<file path="src/rtl/id_ex_hazard_stage_pkg.sv">
// Shared definitions for the ID/EX pipeline register and its hazard control.
// Contents:
//   hazard_state_e   - encoding of the action taken each cycle (RUN/BUBBLE/FREEZE/FLUSH)
//   RS2_UNUSED_CODE  - Imm_extend code meaning rs2 is not read; must match forwarding_Unit
//   ctrl_t           - decoded control bundle carried through ID/EX
//   BUBBLE_*         - constants loaded into ID/EX to form a bubble
//   load_use_hazard  - load-use detection helper
package id_ex_hazard_stage_pkg;

  typedef enum logic [1:0] {
    HsRun    = 2'd0,
    HsBubble = 2'd1,
    HsFreeze = 2'd2,
    HsFlush  = 2'd3
  } hazard_state_e;

  // I-type immediate code: the instruction has no rs2 operand.
  localparam logic [4:0] RS2_UNUSED_CODE = 5'b00001;

  typedef struct packed {
    logic reg_write;
    logic mem_to_reg;
    logic mem_read;
    logic mem_write;
    logic branch;
  } ctrl_t;

  // A bubble is an instruction with no side effects and no register dependencies.
  localparam ctrl_t      BUBBLE_CTRL    = '0;
  localparam logic [4:0] BUBBLE_REG     = 5'd0;
  localparam logic [3:0] BUBBLE_ALU_OP  = 4'd0;
  localparam logic [4:0] BUBBLE_IMM_EXT = 5'd0;

  // A load in EX whose destination is read by the instruction in ID. x0 never
  // creates a dependency, and rs2 is ignored when the ID instruction does not use it.
  function automatic logic load_use_hazard(input logic       ex_mem_read,
                                           input logic [4:0] ex_rd,
                                           input logic [4:0] id_rs1,
                                           input logic [4:0] id_rs2,
                                           input logic [4:0] id_imm_extend,
                                           input logic [4:0] rs2_unused);
    return ex_mem_read && (ex_rd != 5'd0) &&
           ((ex_rd == id_rs1) || ((ex_rd == id_rs2) && (id_imm_extend != rs2_unused)));
  endfunction

endpackage

</file>
<file path="src/rtl/id_ex_hazard_stage_sat_counter.sv">
// Saturating up-counter used for stall/flush performance statistics.
// Ports:
//   clk    - clock
//   reset  - synchronous active-high reset, clears the count
//   clear  - synchronous clear
//   inc    - increment by one this cycle (ignored once the count is all-ones)
//   count  - current count
module sat_counter #(
  parameter int unsigned Width = 16
) (
  input  logic             clk,
  input  logic             reset,
  input  logic             clear,
  input  logic             inc,
  output logic [Width-1:0] count
);

  logic [Width-1:0] count_d, count_q;

  always_comb begin
    count_d = count_q;
    if (clear) begin
      count_d = '0;
    end else if (inc && (count_q != '1)) begin
      count_d = count_q + Width'(1);
    end
  end

  always_ff @(posedge clk) begin
    if (reset) begin
      count_q <= '0;
    end else begin
      count_q <= count_d;
    end
  end

  assign count = count_q;

endmodule

</file>
<file path="src/rtl/id_ex_hazard_stage.sv">
// ID/EX pipeline register with load-use, branch-flush and memory-freeze control.
// Ports:
//   clk, reset          - clock, synchronous active-high reset
//   id_*                - decoded instruction fields and operands from ID
//   ex_branch_taken     - branch resolved taken in EX this cycle
//   mem_busy            - data memory not ready; whole pipeline holds
//   ex_*                - registered ID/EX contents (to EX and forwarding_Unit)
//   pc_write            - PC may update this cycle (combinational)
//   if_id_write         - IF/ID may load this cycle (combinational)
//   if_id_flush         - IF/ID must load a NOP this cycle (combinational)
//   hazard_state        - action taken in the previous cycle
//   stall_cnt/flush_cnt - saturating event counters
module id_ex_hazard_stage
  import id_ex_hazard_stage_pkg::*;
#(
  parameter int unsigned XLEN       = 32,
  parameter int unsigned CNT_W      = 16,
  parameter logic [4:0]  RS2_UNUSED = RS2_UNUSED_CODE
) (
  input  logic             clk,
  input  logic             reset,
  input  logic [4:0]       id_rs1,
  input  logic [4:0]       id_rs2,
  input  logic [4:0]       id_rd,
  input  logic             id_RegWrite,
  input  logic             id_MemtoReg,
  input  logic             id_MemRead,
  input  logic             id_MemWrite,
  input  logic             id_Branch,
  input  logic [3:0]       id_ALUOp,
  input  logic [4:0]       id_Imm_extend,
  input  logic [XLEN-1:0]  id_rdata1,
  input  logic [XLEN-1:0]  id_rdata2,
  input  logic [XLEN-1:0]  id_imm,
  input  logic [XLEN-1:0]  id_pc,
  input  logic             ex_branch_taken,
  input  logic             mem_busy,
  output logic [4:0]       ex_rs1,
  output logic [4:0]       ex_rs2,
  output logic [4:0]       ex_rd,
  output logic             ex_RegWrite,
  output logic             ex_MemtoReg,
  output logic             ex_MemRead,
  output logic             ex_MemWrite,
  output logic             ex_Branch,
  output logic [3:0]       ex_ALUOp,
  output logic [4:0]       ex_Imm_extend,
  output logic [XLEN-1:0]  ex_rdata1,
  output logic [XLEN-1:0]  ex_rdata2,
  output logic [XLEN-1:0]  ex_imm,
  output logic [XLEN-1:0]  ex_pc,
  output logic             pc_write,
  output logic             if_id_write,
  output logic             if_id_flush,
  output logic [1:0]       hazard_state,
  output logic [CNT_W-1:0] stall_cnt,
  output logic [CNT_W-1:0] flush_cnt
);

  // ID/EX register contents
  logic [4:0]      ex_rs1_d, ex_rs1_q;
  logic [4:0]      ex_rs2_d, ex_rs2_q;
  logic [4:0]      ex_rd_d, ex_rd_q;
  ctrl_t           ex_ctrl_d, ex_ctrl_q;
  logic [3:0]      ex_alu_op_d, ex_alu_op_q;
  logic [4:0]      ex_imm_ext_d, ex_imm_ext_q;
  logic [XLEN-1:0] ex_rdata1_d, ex_rdata1_q;
  logic [XLEN-1:0] ex_rdata2_d, ex_rdata2_q;
  logic [XLEN-1:0] ex_imm_d, ex_imm_q;
  logic [XLEN-1:0] ex_pc_d, ex_pc_q;

  hazard_state_e   hazard_state_d, hazard_state_q;
  hazard_state_e   action;
  logic            load_use;
  logic            stall_inc, flush_inc;
  ctrl_t           id_ctrl;

  assign id_ctrl = '{reg_write:  id_RegWrite,
                     mem_to_reg: id_MemtoReg,
                     mem_read:   id_MemRead,
                     mem_write:  id_MemWrite,
                     branch:     id_Branch};

  // Hazard detection looks at the registered EX instruction and the one in ID.
  always_comb begin
    load_use = load_use_hazard(ex_ctrl_q.mem_read, ex_rd_q, id_rs1, id_rs2,
                               id_Imm_extend, RS2_UNUSED);
    // Priority: freeze > flush > bubble > run. A taken branch is left pending
    // during a freeze since EX is held and it re-presents once memory is ready.
    if (mem_busy) begin
      action = HsFreeze;
    end else if (ex_branch_taken) begin
      action = HsFlush;
    end else if (load_use) begin
      action = HsBubble;
    end else begin
      action = HsRun;
    end
  end

  // Next-state of the ID/EX register.
  always_comb begin
    ex_rs1_d     = ex_rs1_q;
    ex_rs2_d     = ex_rs2_q;
    ex_rd_d      = ex_rd_q;
    ex_ctrl_d    = ex_ctrl_q;
    ex_alu_op_d  = ex_alu_op_q;
    ex_imm_ext_d = ex_imm_ext_q;
    ex_rdata1_d  = ex_rdata1_q;
    ex_rdata2_d  = ex_rdata2_q;
    ex_imm_d     = ex_imm_q;
    ex_pc_d      = ex_pc_q;
    unique case (action)
      HsFreeze: ;
      HsFlush, HsBubble: begin
        ex_rs1_d     = BUBBLE_REG;
        ex_rs2_d     = BUBBLE_REG;
        ex_rd_d      = BUBBLE_REG;
        ex_ctrl_d    = BUBBLE_CTRL;
        ex_alu_op_d  = BUBBLE_ALU_OP;
        ex_imm_ext_d = BUBBLE_IMM_EXT;
        ex_rdata1_d  = '0;
        ex_rdata2_d  = '0;
        ex_imm_d     = '0;
        ex_pc_d      = '0;
      end
      HsRun: begin
        ex_rs1_d     = id_rs1;
        ex_rs2_d     = id_rs2;
        ex_rd_d      = id_rd;
        ex_ctrl_d    = id_ctrl;
        ex_alu_op_d  = id_ALUOp;
        ex_imm_ext_d = id_Imm_extend;
        ex_rdata1_d  = id_rdata1;
        ex_rdata2_d  = id_rdata2;
        ex_imm_d     = id_imm;
        ex_pc_d      = id_pc;
      end
      default: ;
    endcase
  end

  // Front-end control and statistics; nothing advances while reset is held.
  always_comb begin
    hazard_state_d = action;
    pc_write       = 1'b0;
    if_id_write    = 1'b0;
    if_id_flush    = 1'b0;
    stall_inc      = 1'b0;
    flush_inc      = 1'b0;
    if (!reset) begin
      unique case (action)
        HsFreeze: stall_inc = 1'b1;
        HsBubble: stall_inc = 1'b1;
        HsFlush: begin
          pc_write    = 1'b1;
          if_id_write = 1'b1;
          if_id_flush = 1'b1;
          flush_inc   = 1'b1;
        end
        HsRun: begin
          pc_write    = 1'b1;
          if_id_write = 1'b1;
        end
        default: ;
      endcase
    end
  end

  always_ff @(posedge clk) begin
    if (reset) begin
      ex_rs1_q       <= BUBBLE_REG;
      ex_rs2_q       <= BUBBLE_REG;
      ex_rd_q        <= BUBBLE_REG;
      ex_ctrl_q      <= BUBBLE_CTRL;
      ex_alu_op_q    <= BUBBLE_ALU_OP;
      ex_imm_ext_q   <= BUBBLE_IMM_EXT;
      ex_rdata1_q    <= '0;
      ex_rdata2_q    <= '0;
      ex_imm_q       <= '0;
      ex_pc_q        <= '0;
      hazard_state_q <= HsRun;
    end else begin
      ex_rs1_q       <= ex_rs1_d;
      ex_rs2_q       <= ex_rs2_d;
      ex_rd_q        <= ex_rd_d;
      ex_ctrl_q      <= ex_ctrl_d;
      ex_alu_op_q    <= ex_alu_op_d;
      ex_imm_ext_q   <= ex_imm_ext_d;
      ex_rdata1_q    <= ex_rdata1_d;
      ex_rdata2_q    <= ex_rdata2_d;
      ex_imm_q       <= ex_imm_d;
      ex_pc_q        <= ex_pc_d;
      hazard_state_q <= hazard_state_d;
    end
  end

  sat_counter #(
    .Width(CNT_W)
  ) u_stall_cnt (
    .clk  (clk),
    .reset(reset),
    .clear(1'b0),
    .inc  (stall_inc),
    .count(stall_cnt)
  );

  sat_counter #(
    .Width(CNT_W)
  ) u_flush_cnt (
    .clk  (clk),
    .reset(reset),
    .clear(1'b0),
    .inc  (flush_inc),
    .count(flush_cnt)
  );

  assign ex_rs1        = ex_rs1_q;
  assign ex_rs2        = ex_rs2_q;
  assign ex_rd         = ex_rd_q;
  assign ex_RegWrite   = ex_ctrl_q.reg_write;
  assign ex_MemtoReg   = ex_ctrl_q.mem_to_reg;
  assign ex_MemRead    = ex_ctrl_q.mem_read;
  assign ex_MemWrite   = ex_ctrl_q.mem_write;
  assign ex_Branch     = ex_ctrl_q.branch;
  assign ex_ALUOp      = ex_alu_op_q;
  assign ex_Imm_extend = ex_imm_ext_q;
  assign ex_rdata1     = ex_rdata1_q;
  assign ex_rdata2     = ex_rdata2_q;
  assign ex_imm        = ex_imm_q;
  assign ex_pc         = ex_pc_q;
  assign hazard_state  = hazard_state_q;

endmodule

</file>
<file path="config.mk">
export PLATFORM = sky130hd
export DESIGN_NAME = id_ex_hazard_stage
export DESIGN_NICKNAME = d
export VERILOG_FILES = /design/src/rtl/id_ex_hazard_stage_pkg.sv /design/src/rtl/id_ex_hazard_stage_sat_counter.sv /design/src/rtl/id_ex_hazard_stage.sv
export SDC_FILE = /design/constraint.sdc
export NUM_CORES = 1
export LEC_CHECK = 0
export BUFFER_PORTS_ARGS = -buffer_cell sky130_fd_sc_hd__buf_2
export CAP_MARGIN = 10
export CORE_UTILIZATION = 30
export DETAILED_ROUTE_END_ITERATION = 16
export GPL_ROUTABILITY_DRIVEN = 0
export PLACE_DENSITY_LB_ADDON = 0.3
export SYNTH_ARGS = -nofsm -noshare
export SYNTH_HDL_FRONTEND = slang
export SYNTH_SLANG_ARGS = --single-unit
</file>
<file path="constraint.sdc">
create_clock -name clk -period 7.34 [get_ports clk]
set_input_delay 0.367 -clock clk [delete_from_list [all_inputs] [get_ports clk]]
set_output_delay 0.367 -clock clk [all_outputs]
set_load 0.1 [all_outputs]
</file>
Word level (Yosys, flattened, before mapping)
Cells that the tools add are included.
{ "word_totals": {"elab_cells": 58, "input_bits": 161, "latchBits": 0, "n_memories": 0, "rom_bits": 0, "out_inout_bits": 194, "ram_bits": 0, "reg_bits": 191} }
{ "classes": {"add_sub_neg": 2, "reduce_logical": 12, "mux": 19, "n_div": 0, "mul": 0, "magnitude_cmp": 0, "shift": 0, "bitwise_logic": 0, "n_eq_ne": 8} }
{ "op_table": {"columns": ["op", "n"], "rows": [
  ["one-hot mux 32 bit (2 select lines)", 4],
  ["one-hot mux 5 bit (2 select lines)", 5],
  ["adder 16 x 1 -> 16 bit, second input constant", 2],
  ["inequality test 16 bit, second input constant", 2],
  ["== test 5 bit", 2],
  ["one-hot mux 4 bit (2 select lines)", 1],
  ["2-to-1 mux 1 bit", 7],
  ["OR reduction 2 bit", 3],
  ["logical AND 1 bit", 5],
  ["inequality test 5 x 1 -> 1 bit, second input constant", 1],
  ["nonzero test 5 bit", 1],
  ["== test 2 bit, second input constant", 2],
  ["2-to-1 mux 2 bit", 2],
  ["== test 2 x 1 -> 1 bit, second input constant", 1],
  ["zero test 2 bit", 1],
  ["nonzero test 2 bit", 1],
  ["logical OR 1 bit", 1]
]} }

Longest topological paths before layout
Gate-level depths: netlist of the first run.
{ "logic_depth": {"depth_word": 12, "ltp_mapped": 12, "depth_no_buf": 9} }

Cells and area by module
From an unflattened synthesis of the first run, not the netlist that was laid out.
{ "unflattened": {"cells_unflattened": 1080, "hier_area_um2": 8074.0} }
{ "by_module_without_submodules": {"columns": ["module", "instances", "area_each_um2", "seq_area_each_um2", "cells_each"], "rows": [
  ["id_ex_hazard_stage", 1, 6239.7, 3183.1, 876],
  ["sat_counter", 2, 917.1, 320.3, 102]
]} }

Least setup slack after synthesis of the first run
Ideal clock, no wire load.
{ "synth_timing": {"path_kind": "reg-to-output", "startpoint": "register ex_rd_q[1], in the netlist ex_rd[1]", "endpoint": "output pc_write", "stages_incl_launch_ff": 11, "setup_slack_ps": 1888, "arrival_time_ps": 5085, "path_cell_list": "dfxtp_1 xnor2_1 o211ai_1 o22ai_1 a41oi_1 ha_1 clkbuf_1 clkbuf_1 inv_1 o21ai_0 buf_4"} }
{ "synth_via": {"elab_chain_cells": 11} }
{ "synth_lines": {"columns": ["item", "line_no", "rtl"], "rows": [
  ["start: declaration", "id_ex_hazard_stage.sv:63", "logic [4:0] ex_rd_d, ex_rd_q;"],
  ["start signal: assignment", "id_ex_hazard_stage.sv:186", "ex_rd_q <= ex_rd_d;"],
  ["== test 5 bit", "id_ex_hazard_stage_pkg.sv:43", "((ex_rd == id_rs1) || ((ex_rd == id_rs2) && (id_imm_extend != rs2_unused)));"],
  ["logical AND 1 bit", "id_ex_hazard_stage_pkg.sv:43", null],
  ["logical OR 1 bit", "id_ex_hazard_stage_pkg.sv:43", null],
  ["logical AND 1 bit (*)", "id_ex_hazard_stage_pkg.sv:42", "return ex_mem_read && (ex_rd != 5'd0) &&"],
  ["2-to-1 mux 1 bit (*)", "id_ex_hazard_stage.sv:94", "end else if (load_use) begin"],
  ["2-to-1 mux 2 bit (*)", "id_ex_hazard_stage.sv:92", "end else if (ex_branch_taken) begin"],
  ["2-to-1 mux 2 bit (*)", "id_ex_hazard_stage.sv:90", "if (mem_busy) begin"],
  ["== test 2 bit / zero test 2 bit (equally long branches)", null, null],
  ["OR reduction 2 bit (no source line) (*)", null, null],
  ["2-to-1 mux 1 bit (*) (2 in series)", null, null],
  ["end: declaration", "id_ex_hazard_stage.sv:52", "output logic pc_write,"]
]} }
Every way passes the cells marked *; elsewhere a longest branch is shown, timed or not.

Worst setup path in the final report of the first run
{ "layout_timing": {"startpoint": "input id_Imm_extend[2]", "endpoint": "output pc_write"} }
{ "layout_via": {"elab_chain_cells": 11} }
{ "layout_lines": {"columns": ["item", "line_no", "rtl"], "rows": [
  ["start: declaration", "id_ex_hazard_stage.sv:31", "input logic [4:0] id_Imm_extend,"],
  ["inequality test 5 x 1 -> 1 bit (*)", "id_ex_hazard_stage_pkg.sv:43", null],
  ["logical AND 1 bit (*)", "id_ex_hazard_stage_pkg.sv:43", null],
  ["logical OR 1 bit (*)", "id_ex_hazard_stage_pkg.sv:43", null],
  ["logical AND 1 bit (*)", "id_ex_hazard_stage_pkg.sv:42", null],
  ["2-to-1 mux 1 bit (*)", "id_ex_hazard_stage.sv:94", null],
  ["2-to-1 mux 2 bit (*)", "id_ex_hazard_stage.sv:92", null],
  ["2-to-1 mux 2 bit (*)", "id_ex_hazard_stage.sv:90", null],
  ["== test 2 bit / zero test 2 bit (equally long branches)", "id_ex_hazard_stage.sv:152", "unique case (action)"],
  ["OR reduction 2 bit (no source line) (*)", null, null],
  ["2-to-1 mux 1 bit (*)", "id_ex_hazard_stage.sv:152", null],
  ["2-to-1 mux 1 bit (*)", "id_ex_hazard_stage.sv:151", "if (!reset) begin"]
]} }
Marked as above.

==> results of run 1 <==
## cells by family after synthesis
logic type	after synthesis
compound gates	207
buf+inv	89
mux	11
xor+xnor	10
flops	191
simple gates	566
fa+ha+maj	4
## synth_stat cells, types with 8 or more instances
library cell	count	area, sq um
sky130_fd_sc_hd__a21oi_1	163	815.8
sky130_fd_sc_hd__clkbuf_1	69	259.0
sky130_fd_sc_hd__dfxtp_1	191	3824
sky130_fd_sc_hd__inv_1	10	37.54
sky130_fd_sc_hd__mux2_2	10	112.6
sky130_fd_sc_hd__nand2_1	169	634.4
sky130_fd_sc_hd__nand3_1	15	75.07
sky130_fd_sc_hd__nand4_1	10	62.56
sky130_fd_sc_hd__nor2_1	324	1216
sky130_fd_sc_hd__nor2b_1	12	75.07
sky130_fd_sc_hd__o21ai_0	9	45.04
sky130_fd_sc_hd__o311ai_0	8	70.07
sky130_fd_sc_hd__xnor2_1	10	87.58
## flip-flops by register name (all words and copies together), names as in the netlist, 2 cells and up
name               count
ex_imm                32
ex_rd                  5
u_stall_cnt.count     16
ex_Imm_extend          5
ex_rdata2             32
ex_rs2                 5
ex_rdata1             32
u_flush_cnt.count     16
ex_rs1                 5
ex_pc                 32
ex_ALUOp               4
hazard_state           2
## metal layers
metal / vias to the layer above / GRT usage, % / share of wire [%]
li1: 4162 / - / -
met1: 3577 / 21.67 / 46
met2: 211 / 26.37 / 47
met3: 15 / 4.722 / 6.1
met4: 0 / 5.177 / 1.1
met5: - / 0 / 0
## how the worst max path moves through the flow
stage	start	endpoint	slack (ns)
6_report	id_Imm_extend[2]	pc_write	3.34
5_1_grt	id_Imm_extend[2]	pc_write	3.05
4_1_cts	id_Imm_extend[2]	pc_write	3.24
3_5_place_dp	id_Imm_extend[2]	ex_rdata2[8]$_SDFFE_PP0P_	3.18
3_3_place_gp	id_Imm_extend[2]	ex_MemtoReg$_SDFFE_PP0P_	3.23
2_1_floorplan	ex_rd[1]$_SDFFE_PP0P_	pc_write	1.89
## final cells by class
cell class	instances	area, sq um
multi-input cells	798	3759
fillers	2766	15530
flip-flops and latches	191	3824
well taps	335	419.2
repair buffers	359	1828
clock buffers	18	429.2
inverters	10	37.54
diodes	4	10.01
clock inverters	14	147.6
## through the flow
step / utilization, % / setup slack, ns / total power, uW / instances
finish: 40.23 / 3.335 / 2370 / 1729
global placement: 37.97 / 3.227 / 1463 / 1693
global route: 40.20 / 3.046 / 2470 / 1726
floorplan: - / 1.888 / 1371 / 1078
CTS: 40.19 / 3.240 / 2401 / 1725
detailed placement: 37.97 / 3.184 / 1465 / 1693
## tightest hold or removal path: cells and delay by family
family,cells,cell delay (ns)
buf+inv,1,0.08
simple gates,1,0.07
compound gates,1,0.05
## report_power, final
| group | switching (uW) | leakage, uW | internal [uW] |
|---|---|---|---|
| clock network | 474 | 0.000280 | 457 |
| registers | 13.2 | 0.00155 | 1060 |
| logic | 286 | 0.00296 | 82.9 |
==> metrics.cfg, run 1 <==
[run_status]
run_status = finished clean

[place]
detailed_place_hpwl_um = 16040
postPlaceCellArea_sq_mm = 0.009867
io_buffers = 354

[route]
dr_total_vias = 7965
route.detailed.vias_per_inst = 4.607
post_drt_wl_per_cell_um = 13.67
firstDrtPassIters = 4
drt_iter0_markers = 569
final_routed_wirelength_um = 23630
final_antenna_net_count = 0
final_routed_drc_violation_total = 0

[final_layout]
layout_common_cells = 353 x sky130_fd_sc_hd__buf_2, 324 x sky130_fd_sc_hd__nor2_1, 191 x sky130_fd_sc_hd__dfxtp_1, 169 x sky130_fd_sc_hd__nand2_1, 163 x sky130_fd_sc_hd__a21oi_1
layout-area-overhead-vs-synth_pct = 32.26
final_nets = 1542
layout.cells.most_common = sky130_fd_sc_hd__buf_2
drive_gt1_share_pct = 29.21
post-route-cell-area_sq_mm = 0.01045

[floorplan]
die-width_um = 164.3
boundaryPins = 355
die-height_um = 164.3
die_area_sq_mm = 0.02700
effective_utilization_at_floorplan_pct = 30.42
floorplan.rows = 59
std_cell_core_area_sq_mm = 0.02598

[worst_setup_path]
critical-path-top-delay-family = compound AO/OA/AOI/OAI gates
worst_path_largest_cell_delay_ns = 0.72
arrival_ns = 3.64
worst_r2r_path_depth = 10
worst-path-max-fanout = 56
setup.worst_path.start_class = primary input
cpMostUsedCell = sky130_fd_sc_hd__buf_2
r2r-start = ex_rd[4]$_SDFFE_PP0P_
worstSetupPathType = in2out
wp_data_required_ns = 6.97
end_kind = output pin
worstReg2RegEnd = ex_rdata2[8]$_SDFFE_PP0P_
critical_path.cell_chain = buf_2 > or4b_2 > o211ai_1 > o22ai_1 > a41oi_1 > ha_4 > inv_1 > o21ai_0 > buf_2
crit_cells = 9
crit_path_top_delay_cell = sky130_fd_sc_hd__or4b_2
r2r_setup_slack_ns = 3.96
worst-path-buf-inv = 3

[clocking]
cts_post_setup_buffers_inserted = 0
clockBufferDepth = 2
cts.sink_count = 191
number_of_buffers_created_by_cts = 17
worst_skew_pair.late_latency_ns = 0.43
root_buffer = sky130_fd_sc_hd__clkbuf_16
cts_tree = yes
cts-hold-fix-buffers = 0
cts.repair.resized = 0
clk_pin_slew_ns = 0.07
cts_htree_levels = 4

[synthesis]
synth_seq_cells = 191
ys_dominant_reg_cell = sky130_fd_sc_hd__dfxtp_1
synth_compound_area_share_pct = 14.53
synth.yosys.warnings = 0
post_synth_and_or_nand_nor_area_fraction_pct = 29.41
synthesis.instances = 1078
synth.distinct_cells = 45
post_synthesis_share_of_cell_area_spent_on_full_adders_half_adders_and_majority_gates_pct = 0.6332
syn_avg_cell_area_sq_um = 7.332
synth_nets = 1243
dominant_combinational_cell_family_by_area_after_synthesis = simple AND/OR/NAND/NOR gates
async_set_or_reset_flop_fraction_in_the_synthesized_netlist_pct = 0
synth_enable_flop_cells = 0
synth_area_sq_mm = 0.007904
seq_area_frac_synth_pct = 48.38
synth.area.mux_share_pct = 1.551
synthXorXnorAreaFrac_pct = 1.108

[power]
p_per_area_mw_per_mm2 = 226.7
static-leakage-power_uw = 0.004788
power.ir.vdd_worst_v = 0.0001341

[flow_run]
number_of_violations_of_the_max_capacitance_limit = 0

[global_routing]
grt_start_max_net_pins = 199
via_count_of_the_first_global_routing_pass = 6874
antenna_found_initial = 2
grt_first_pass_wirelength_um = 35650
global_route.usage.total_pct = 16.63
globalRouteOverflowTotal = 0

[timing]
grt_setup_unrepaired = false
period_minus_slack_ns = 4.005
fin_setup_tns_ns = 0
final.setup_skew_ns = 0.01225
number_of_hold_slack_violations_in_the_final_timing_report = 0
slew_viol_final = 0
report.final.setup_viol = 0
max_clock_freq_mhz = 249.7
tightest_slew_ns = 1.035
post-route-period-util_pct = 54.56
max-slew-margin-rel_pct = 31.00
final.hold.worst_slack_ns = 0.1726

[hold_path]
hold_path_class = in2reg
holdPathEnd = ex_pc[31]$_SDFFE_PP0P_
min-delay-start = id_pc[31]
cell_depth_of_the_worst_hold_path = 3

Power figures use the tool's default switching activity.
==> run 2, diff against run 1 <==
--- a/config.mk
+++ b/config.mk
@@ -5,6 +5,7 @@
 export SDC_FILE = /design/constraint.sdc
 export NUM_CORES = 1
 export LEC_CHECK = 0
+export ABC_AREA = 1
 export BUFFER_PORTS_ARGS = -buffer_cell sky130_fd_sc_hd__buf_2
 export CAP_MARGIN = 10
 export CORE_UTILIZATION = 30
==> constraint.sdc (replaced) <==
create_clock -name clk -period 3.8 [get_ports clk]
set_input_delay 0.19 -clock clk [delete_from_list [all_inputs] [get_ports clk]]
set_output_delay 0.19 -clock clk [all_outputs]
set_load 0.1 [all_outputs]
==> metrics.cfg, run 2 <==
[global_routing]
globalRouteOverflowTotal = 0  ; unchanged
globalRouteMet3Util_pct = 3.903  ; -0.82 points
grt_busiest_layer = met2
grt_start_max_net_pins = 104  ; -48%
antenna_found_initial = 0  ; -2
grt_first_pass_wirelength_um = 36520  ; +2.5%
global_route.usage.total_pct = 17.25  ; +0.62 points
via_count_of_the_first_global_routing_pass = 7326  ; +6.6%
grt_use_met1_pct = 20.89  ; -0.78 points
met2_usage_pct = 29.68  ; +3.3 points

[route]
final_antenna_net_count = 0  ; unchanged
final_routed_wirelength_um = 23360  ; -1.1%
post_drt_wl_per_cell_um = 13.07  ; -4.4%
dr_total_vias = 7948  ; -0.21%
route.detailed.vias_per_inst = 4.448  ; -3.5%
firstDrtPassIters = 4  ; unchanged
drt_iter0_markers = 529  ; -7.0%
final_routed_drc_violation_total = 0  ; unchanged

[timing]
max-slew-margin-rel_pct = 38.21  ; +7.2 points
worst_slack_ns = 0.9737  ; -2.361 ns
final.setup_skew_ns = 0.01369  ; +0.001443 ns
grt_setup_unrepaired = false
number_of_hold_slack_violations_in_the_final_timing_report = 0  ; unchanged
slew_viol_final = 0  ; unchanged
period_minus_slack_ns = 2.826
fin_setup_tns_ns = 0  ; unchanged
tightest_slew_ns = 0.9269  ; -0.1080 ns
max_clock_freq_mhz = 353.8
report.final.setup_viol = 0  ; unchanged
post-route-period-util_pct = 74.38

[place]
io_buffers = 354  ; unchanged
postPlaceCellArea_sq_mm = 0.009613  ; -2.6%
placedCellCount = 1655  ; -2.2%
detailedPlace.worstSlack_ns = 1.202  ; -1.982 ns
detailed_place_hpwl_um = 15400  ; -4.0%

[floorplan]
boundaryPins = 355  ; unchanged
die-width_um = 161.2  ; -1.9%
std_cell_core_area_sq_mm = 0.02460  ; -5.3%
die-height_um = 161.2  ; -1.9%
effective_utilization_at_floorplan_pct = 30.89  ; +0.47 points
floorplan.rows = 57  ; -3.4%
die_area_sq_mm = 0.02597  ; -3.8%

[power]
power.ir.vdd_worst_v = 0.0002345  ; +75%
p_per_area_mw_per_mm2 = 412.7  ; +82%
static-leakage-power_uw = 0.004893  ; +2.2%

[worst_setup_path]
setup.worst_path.start_class = flop
worstSetupPathType = reg2out
wp_data_required_ns = 3.61  ; -3.36 ns
arrival_ns = 2.64  ; -1.00 ns
cpMostUsedCell = sky130_fd_sc_hd__nand2_1
crit_path_top_delay_cell = sky130_fd_sc_hd__buf_2
end_kind = output pin
critical_path.cell_chain = xor2_1 > a21oi_1 > nand2_1 > nand2_1 > a21boi_0 > ha_1 > inv_1 > a21oi_2 > buf_2
worst_path_largest_cell_delay_ns = 0.46  ; -0.26 ns
worst-path-max-fanout = 6  ; -89%

[clocking]
clk_pin_slew_ns = 0.07  ; about the same
clockBufferDepth = 2  ; unchanged
worst_skew_pair.late_latency_ns = 0.42  ; about the same
cts.sink_count = 191  ; unchanged
cts_tree = yes
root_buffer = sky130_fd_sc_hd__clkbuf_16
cts_post_setup_buffers_inserted = 0  ; unchanged
cts_htree_levels = 4  ; unchanged
number_of_buffers_created_by_cts = 17  ; unchanged

[final_layout]
post-route-cell-area_sq_mm = 0.01123  ; +7.4%
drive_gt1_share_pct = 29.46  ; +0.25 points
layout_common_cells = 428 x sky130_fd_sc_hd__nand2_1, 353 x sky130_fd_sc_hd__buf_2, 191 x sky130_fd_sc_hd__dfxtp_1, 172 x sky130_fd_sc_hd__a21oi_1, 100 x sky130_fd_sc_hd__dlygate4sd3_1
layoutNonFillerInstCount = 1787  ; +3.4%
layout.core_utilization_pct = 45.65  ; +5.4 points
num-fill-cells = 2443  ; -12%
final_nets = 1615  ; +4.7%
layout-area-overhead-vs-synth_pct = 47.79
antenna-diode-count = 0  ; -4
layout.cells.most_common = sky130_fd_sc_hd__nand2_1

[synthesis]
synthDominantCellAreaShare_pct = 50.31  ; +1.9 points
synth_area_sq_mm = 0.007600  ; -3.8%
post_synthesis_share_of_cell_area_spent_on_full_adders_half_adders_and_majority_gates_pct = 0.6585  ; +0.025 points
synthXorXnorAreaFrac_pct = 2.420  ; +1.3 points
synth_top_area_cell = sky130_fd_sc_hd__dfxtp_1
synth_compound_area_share_pct = 13.63  ; -0.90 points
post_synth_and_or_nand_nor_area_fraction_pct = 27.59  ; -1.8 points
async_set_or_reset_flop_fraction_in_the_synthesized_netlist_pct = 0  ; unchanged
synth_enable_flop_cells = 0  ; unchanged
seq_area_frac_synth_pct = 50.31  ; +1.9 points
synth.area.mux_share_pct = 0  ; -1.6 points
synthesis.instances = 1032  ; -4.3%
synth.distinct_cells = 29  ; -36%
syn_avg_cell_area_sq_um = 7.364  ; +0.44%
synth.yosys.warnings = 0  ; unchanged
ys_dominant_reg_cell = sky130_fd_sc_hd__dfxtp_1
synth_area_leaders = sky130_fd_sc_hd__dfxtp_1 50%, sky130_fd_sc_hd__nand2_1 21%, sky130_fd_sc_hd__a21oi_1 11%
dominant_combinational_cell_family_by_area_after_synthesis = simple AND/OR/NAND/NOR gates
synth_seq_cells = 191  ; unchanged
top_cells_by_count_synth = 428 x sky130_fd_sc_hd__nand2_1, 191 x sky130_fd_sc_hd__dfxtp_1, 173 x sky130_fd_sc_hd__a21oi_1, 45 x sky130_fd_sc_hd__nor2_1, 34 x sky130_fd_sc_hd__inv_1
synth_most_common_cell = sky130_fd_sc_hd__nand2_1
synth_nets = 1197  ; -3.7%

[run_status]
run_status = finished clean

[hold_path]
hold_path_class = in2reg

[flow_run]
number_of_violations_of_the_max_capacitance_limit = 0  ; unchanged

run 2: cell types whose count changed after synthesis, sizes merged, moves of 8 or more:
cell | previous run | this run
mux2 | 10 | 0
clkbuf | 69 | 26
o311ai | 8 | 0
nand2 | 169 | 439
nor2b | 12 | 0
xor2 | 0 | 10
buf | 10 | 34
inv | 10 | 36
a21oi | 163 | 185
nor2 | 324 | 54
run 2: repair_timing:
item	in CTS	in global routing
hold endpoints to repair	99	1
resized for setup	0	0
hold buffers	99	1
run 2: cell type report:
type                            count  area, sq um  area share (%)
Clock buffer                       17        425.4           3.787
Clock inverter                     15        192.7           1.716
Inverter                           37        140.1           1.248
Multi-Input combinational cell    744         3391           30.19
Sequential cell                   191         3824           34.04
Tap cell                          324        405.4           3.609
Timing Repair Buffer              459         2854           25.41
run 2: cell families after synthesis:
logic type,count (synthesis)
simple gates,522
compound gates,197
flops,191
buf+inv,97
xor+xnor,21
fa+ha+maj,4
run 2: through the flow:
step	total power [uW]	hold WS, ns
after floorplan	2578	0.3292
after global placement	2751	0.4390
after detailed placement	2753	0.4439
after CTS	4711	0.0002986
after global routing	4834	0.002843
final	4636	0.02336
run 2: critical path: cells and delay by family, from the launching register on:
kind	cells	cell delay, ns
AO/OA/AOI/OAI	3	0.70
XOR/XNOR	1	0.20
adder cells (fa/ha/maj)	1	0.23
buffers and inverters	2	0.54
flip-flops	1	0.42
AND/OR/NAND/NOR	2	0.13
run 2: final timing paths:
check,from,end,slack (ns),cells after the start
hold / removal,id_pc[21],ex_pc[21]$_SDFFE_PP0P_,0.02,3
setup / recovery,ex_rd[3]$_SDFFE_PP0P_,pc_write,0.97,9
hold reg to reg,ex_rdata1[1]$_SDFFE_PP0P_,ex_rdata1[1]$_SDFFE_PP0P_,0.46,2
setup reg to reg,ex_rd[3]$_SDFFE_PP0P_,u_stall_cnt.count[3]$_SDFFE_PP0P_,1.19,11
run 2: routing by layer:
metal,part of all wire (%),vias up,routed length (um)
met5,0,-,0
met4,2.4,0,571
met3,5.1,38,1187
met2,49,229,11350
met1,44,3575,10250
li1,-,4106,-
run 2: power breakdown:
group	total (uW)	switching [uW]	internal (uW)	leakage (uW)
clock network	1850	891	958	0.000304
logic	724	520	203	0.00304
registers	2060	23.4	2040	0.00155
total	4640	1430	3200	0.00489
